<file path="src/rtl/pipe_stage_reg.sv">
// Flow-controlled pipeline stage register with flush and bubble insertion; 1-cycle latency.
// SKID=1 adds a skid entry so in_ready is registered; SKID=0 gives a single entry with combinational in_ready.
module pipe_stage_reg #(
    parameter int          CTRL_W = 16,
    parameter int          DATA_W = 101,
    parameter int unsigned SKID   = 1
) (
    input  logic              clk,
    input  logic              rst_n,
    input  logic              in_valid,
    output logic              in_ready,
    input  logic [CTRL_W-1:0] in_ctrl,
    input  logic [DATA_W-1:0] in_data,
    output logic              out_valid,
    input  logic              out_ready,
    output logic [CTRL_W-1:0] out_ctrl,
    output logic [DATA_W-1:0] out_data,
    input  logic              flush,
    output logic [1:0]        occupancy
);

    logic              m_valid_q, m_valid_d;
    logic [CTRL_W-1:0] m_ctrl_q,  m_ctrl_d;
    logic [DATA_W-1:0] m_data_q,  m_data_d;
    logic              s_valid_q, s_valid_d;
    logic [CTRL_W-1:0] s_ctrl_q,  s_ctrl_d;
    logic [DATA_W-1:0] s_data_q,  s_data_d;

    logic in_xfer;
    logic out_pop;

    always_comb begin
        if (SKID != 0) begin
            in_ready = !s_valid_q && !flush;
        end else begin
            in_ready = (!m_valid_q || out_ready) && !flush;
        end
    end

    assign in_xfer = in_valid && in_ready;
    assign out_pop = m_valid_q && out_ready;

    // Control is zeroed whenever an entry goes empty so an invalid slot always reads as a NOP.
    always_comb begin
        m_valid_d = m_valid_q;
        m_ctrl_d  = m_ctrl_q;
        m_data_d  = m_data_q;
        s_valid_d = s_valid_q;
        s_ctrl_d  = s_ctrl_q;
        s_data_d  = s_data_q;
        if (flush) begin
            m_valid_d = 1'b0;
            m_ctrl_d  = '0;
            s_valid_d = 1'b0;
            s_ctrl_d  = '0;
        end else if (SKID != 0) begin
            if (!m_valid_q || (out_pop && !s_valid_q)) begin
                if (in_xfer) begin
                    m_valid_d = 1'b1;
                    m_ctrl_d  = in_ctrl;
                    m_data_d  = in_data;
                end else begin
                    m_valid_d = 1'b0;
                    m_ctrl_d  = '0;
                end
            end else if (out_pop && s_valid_q) begin
                m_valid_d = 1'b1;
                m_ctrl_d  = s_ctrl_q;
                m_data_d  = s_data_q;
                s_valid_d = 1'b0;
                s_ctrl_d  = '0;
                if (in_xfer) begin
                    s_valid_d = 1'b1;
                    s_ctrl_d  = in_ctrl;
                    s_data_d  = in_data;
                end
            end else if (in_xfer) begin
                s_valid_d = 1'b1;
                s_ctrl_d  = in_ctrl;
                s_data_d  = in_data;
            end
        end else begin
            if (in_xfer) begin
                m_valid_d = 1'b1;
                m_ctrl_d  = in_ctrl;
                m_data_d  = in_data;
            end else if (out_pop) begin
                m_valid_d = 1'b0;
                m_ctrl_d  = '0;
            end
        end
    end

    always_ff @(posedge clk or negedge rst_n) begin
        if (!rst_n) begin
            m_valid_q <= 1'b0;
            m_ctrl_q  <= '0;
            m_data_q  <= '0;
            s_valid_q <= 1'b0;
            s_ctrl_q  <= '0;
            s_data_q  <= '0;
        end else begin
            m_valid_q <= m_valid_d;
            m_ctrl_q  <= m_ctrl_d;
            m_data_q  <= m_data_d;
            s_valid_q <= s_valid_d;
            s_ctrl_q  <= s_ctrl_d;
            s_data_q  <= s_data_d;
        end
    end

    assign out_valid = m_valid_q;
    assign out_ctrl  = m_ctrl_q;
    assign out_data  = m_data_q;
    assign occupancy = {1'b0, m_valid_q} + {1'b0, s_valid_q};

endmodule

</file>
<file path="config.mk">
export PLATFORM = sky130hd
export DESIGN_NAME = pipe_stage_reg
export DESIGN_NICKNAME = d
export VERILOG_FILES = /design/src/rtl/pipe_stage_reg.sv
export SDC_FILE = /design/constraint.sdc
export NUM_CORES = 1
export LEC_CHECK = 0
export CORE_MARGIN = 4
export CORE_UTILIZATION = 51
export DETAILED_ROUTE_END_ITERATION = 10
export GPL_ROUTABILITY_DRIVEN = 0
export PLACE_DENSITY = 0.81
export SYNTH_ARGS = -nofsm -noshare
export SYNTH_HDL_FRONTEND = slang
export SYNTH_SLANG_ARGS = --single-unit
</file>
<file path="constraint.sdc">
create_clock -name clk -period 2.1 [get_ports clk]
set_input_delay 0.42 -clock clk [delete_from_list [all_inputs] [get_ports clk]]
set_output_delay 0.42 -clock clk [all_outputs]
set_load 0.02 [all_outputs]
</file>
=== Word level (Yosys, flattened, before mapping) ===
Cells that the tools add are included.

* Flip-flop bits (word level): 236
* Input bits: 122
* Output and inout bits: 121
* Logic and storage cells: 45

* Add/subtract/negate cells: 1
* Equality and inequality tests: 2
* Mux-type cells: 19
* Bitwise logic cells: 2
* Reductions and logical operators: 15

{| class="wikitable"
|+ Operators with widths
! kind !! number
|-
| $mux W101 || 3
|-
| $mux W16 || 8
|-
| $mux W1 || 8
|-
| $reduce_and A3 Y1 || 2
|-
| $reduce_bool A3 Y1 || 2
|-
| $logic_and A1 B1 Y1 || 5
|-
| $ne A2 B2 Y1 const B || 2
|-
| $logic_not A1 Y1 || 3
|-
| $add A1 B1 Y2 || 1
|-
| $not A1 Y1 || 2
|-
| $reduce_and A2 Y1 || 1
|-
| $reduce_bool A2 Y1 || 1
|-
| $logic_or A1 B1 Y1 || 1
|}

=== Longest topological paths before layout ===
* Word-level depth: 7
* Depth in mapped cells: 7
* Depth with buffers taken out: 3

=== Worst setup path after synthesis ===
Ideal clock, no wire load.

* Kind: reg-to-reg
* From: reg m_valid_q, in the netlist out_valid
* To: reg s_data_q[10]
* Arrival time: 1.937 ns
* Data required time: 1.975 ns
* Setup slack: 0.038 ns
* Stages on the path, launching flop included: 8
* Path buffers: 4
* Period minus slack after synthesis: 2.062 ns
* Cells stage by stage: dfrtp_1 -> buf_4 -> or3b_1 -> clkbuf_1 -> or2_1 -> buf_6 -> buf_6 -> mux2_4

* Longest elaborated chain between the ends: 5
* Elaborated cells on any way between the ends: 6

{| class="wikitable"
|+ Ends and longest elaborated chain
! element !! RTL line !! source
|-
| from (decl) || 22 || <nowiki>logic m_valid_q, m_valid_d;</nowiki>
|-
| from (signal assigned) || 103 || <nowiki>m_valid_q <= m_valid_d;</nowiki>
|-
| $logic_and A1 B1 Y1 || 41 || <nowiki>assign out_pop = m_valid_q && out_ready;</nowiki>
|-
| $logic_and A1 B1 Y1 || 57 || <nowiki>if (!m_valid_q || (out_pop && !s_valid_q)) begin</nowiki>
|-
| $logic_or A1 B1 Y1 * || 57 ||
|-
| $not A1 Y1 (no source line) * || - ||
|-
| $reduce_and A3 Y1 (no source line) * || - ||
|-
| to (signal assigned) || 108 || <nowiki>s_data_q <= s_data_d;</nowiki>
|-
| to (decl) || 27 || <nowiki>logic [DATA_W-1:0] s_data_q, s_data_d;</nowiki>
|}

Every way passes the cells marked *; elsewhere a longest branch is shown, timed or not.
A chain may end at the register's enable or synchronous reset.

=== Final worst setup path ===
* From: reg m_valid_q, in the netlist out_valid
* To: out occupancy[0]

* Longest elaborated chain between the ends: 1

{| class="wikitable"
|+ Ends and longest elaborated chain
! element !! RTL line !! source
|-
| $add A1 B1 Y2 || 115 || <nowiki>assign occupancy = {1'b0, m_valid_q} + {1'b0, s_valid_q};</nowiki>
|-
| to (decl) || 19 || <nowiki>output logic [1:0] occupancy</nowiki>
|}

Every way passes these cells.

==> reports/results.txt <==
DRT met1 WL - 12.8 mm
dpl cell area - 13700 um2
layout cells sized above 1 - 17.0%
Arr. time, crit path - 1630 ps
element type at the critical path end - output port
Syn Std Cell Area - 10800 um2
static leakage - 6.14 nW
Max-cap violations - 0
starting DRC count in detailed routing - 940
Final Net Count - 1284
outcome - completed
final period utilization - 97.8%
Synth Area in Simple Gates - 7.67%
Synth area leaders - dfrtp_1, a31oi_1, mux2_4
Critical Setup Path Class - flop to output port
post-synth top area share - 54.6%
clock skew - 16.4 ps
die width - 154 um
post-layout minimum cycle time - 2050 ps
post-synthesis async set-or-reset flop share - 100%
number of CTS-inserted buffers - 25
Synth Area per Inst - 11.3 um2
delay-heaviest family, CP - flip-flops
post-route ant nets - 0
CTS Root Cell - clkbuf_16
Slew Limit Fails - 0
Syn Nets - 1084
Initial Util - 51.6%
fmax - 487 MHz
peak supply drop - 0.529 mV
Syn. warnings - 0
total routed wirelength - 32.1 mm
most frequent cells in the layout - clkdlybuf4s50_1, dfrtp_1, a31oi_1, nand3_1, o21ai_0
core area - 21000 um2
actual slew at the worst max-slew pin - 693 ps
Synth Area in Compound Gates - 19.0%
Worst-path clk slew - 60 ps
EDFF count, synth - 0
final hold viol count - 0
Clock Latency Late Sink - 530 ps
RSZ-0062 raised after global routing - no
CP Max Fanout - 4
highest metal used - met5
Buffers on Ports - 242
H-tree depth - 1
dpl hpwl - 19.6 mm
post-layout util - 69.8%
diode count - 0
Die Y - 154 um
delay of the slowest cell on the worst path - 500 ps
metal3 WL - 2.80 mm
Total GRT Usage - 26.1%
DRC errors left - 0
Hold Path Class - input port to async pin
non-filler cells, final - 1455
commonest non-fill, non-tap cell in the layout - clkdlybuf4s50_1
Critical Path, Cell by Cell - ha_1 -> dlygate4sd2_1
post-synthesis adder-cell area fraction - 0.116%
main combinational cell family by area after synthesis - compound AO/OA/AOI/OAI gates
Synth Instances - 961
synthesized flop and latch total - 236
Setup Fix Bufs, Post-CTS - 0
largest area contributor in the netlist - dfrtp_1
Data required, critical path - 1680 ps
WL met2 - 15.4 mm
top_reg_cell synth - dfrtp_1
Crit path buffers/inverters - 1
XOR/XNOR Fraction of Synth Area - 0%
Relative slew margins - 53.8%
multiplexer share of the synthesized area - 13.7%
vias in the first global route - 9264
clock sinks - 236
Startpoint Class - flop
pin count of the biggest net entering global routing - 65
first-pass GRT wire length - 51.0 mm
final setup fails - 0
worst reg-to-reg setup slack - 230 ps
Cells after DPL - 1408
PwrDens - 1030 nW/um2
via count - 9283
WL per Instance - 22.0 um
count of different cell masters after synthesis - 28
slowest CP cell - dfrtp_4
FILL cells - 1492
Design Area, Final - 14600 um2
Seq/Total Area, Yosys - 54.6%
initial antenna violation count - 2
IO Count - 243
CTS tree - done
drt first pass iters - 5
DR vias/cell - 6.38
FP Rows - 53
Synth-to-Final Area Change - 35.1%
total grt overflow - 0
Die ar. - 23600 um2
clock buffer depth - 3
kinds of logic (layout without fill, tap and decap cells):
family | Yosys count | after routing
AOI/OAI and AO/OA | 339 | 339
DFF | 236 | 236
and+or+nand+nor | 163 | 163
buffers and inverters | 120 | 339
muxes | 102 | 102
adders and majority gates | 1 | 1
Yosys cell counts (all sizes together) (2+ instances only):
| library cell | n |
|---|---|
| a32o | 16 |
| mux2 | 102 |
| nand2b | 3 |
| clkbuf | 99 |
| o21ai | 103 |
| nand3 | 117 |
| inv | 2 |
| nand4 | 16 |
| nor2b | 3 |
| a31oi | 218 |
| nor2 | 18 |
| buf | 19 |
| dfrtp | 236 |
worst paths after layout:
check / startpoint / end / depth (start not counted)
setup reg to reg: out_valid / s_data_q[48] / 4
hold / removal: rst_n / out_ctrl[0] / 2
setup / recovery: out_valid / occupancy[0] / 2
min in group clk: in_data[79] / out_data[79] / 3
max in group asynchronous: rst_n / out_data[9] / 3
hold reg to reg: s_data_q[5] / s_data_q[5] / 1
power by group:
group / switching (mW) / internal, mW / total, mW
Combinational: 1.91 / 2.17 / 4.08
Clock: 1.85 / 2.88 / 4.73
Sequential: 0.672 / 5.59 / 6.26
Total: 4.43 / 10.6 / 15.1
per-stage QoR:
stage / hold slack, ps / setup TNS [ps] / power, mW / setup WS (ps)
6_report: 447 / 0 / 15.1 / 46.4
5_1_grt: 471 / 0 / 15.7 / 1.85
3_3_place_gp: 411 / -20150 / 10.2 / -212
2_1_floorplan: 124 / 0 / 8.44 / 38.2
4_1_cts: 466 / 0 / 15.1 / 23.9
3_5_place_dp: 408 / -20390 / 10.4 / -217
routing by layer:
metal | GRT usage (%) | vias up
li1 | - | 4062
met1 | 35.9 | 4635
met2 | 42.1 | 505
met3 | 5.12 | 77
met4 | 8.66 | 4
met5 | 0 | -
state kept, by name (all words and copies together) (netlist names):
signal,cells
out_data,101
s_data_q,101
out_ctrl,16
s_ctrl_q,16
out_valid,1
s_valid_q,1
layout make-up:
cell class                 instances  area [um2]  share of cell area (%)
multi-input combinational        605        4410                    30.2
timing repair buffer             291        3060                    20.9
clock inverter                     8         123                   0.839
inverter                           2        10.0                  0.0685
tap                              275         344                    2.35
clock buffer                      38         764                    5.23
sequential                       236        5910                    40.4
what timing repair did:
item                       4_1_cts  5_1_grt
hold endpoints to repair        57        0
gates resized for setup          3        0
hold buffers                     1        0
setup endpoints to repair        3        0
(Power assumes the default switching activity.)
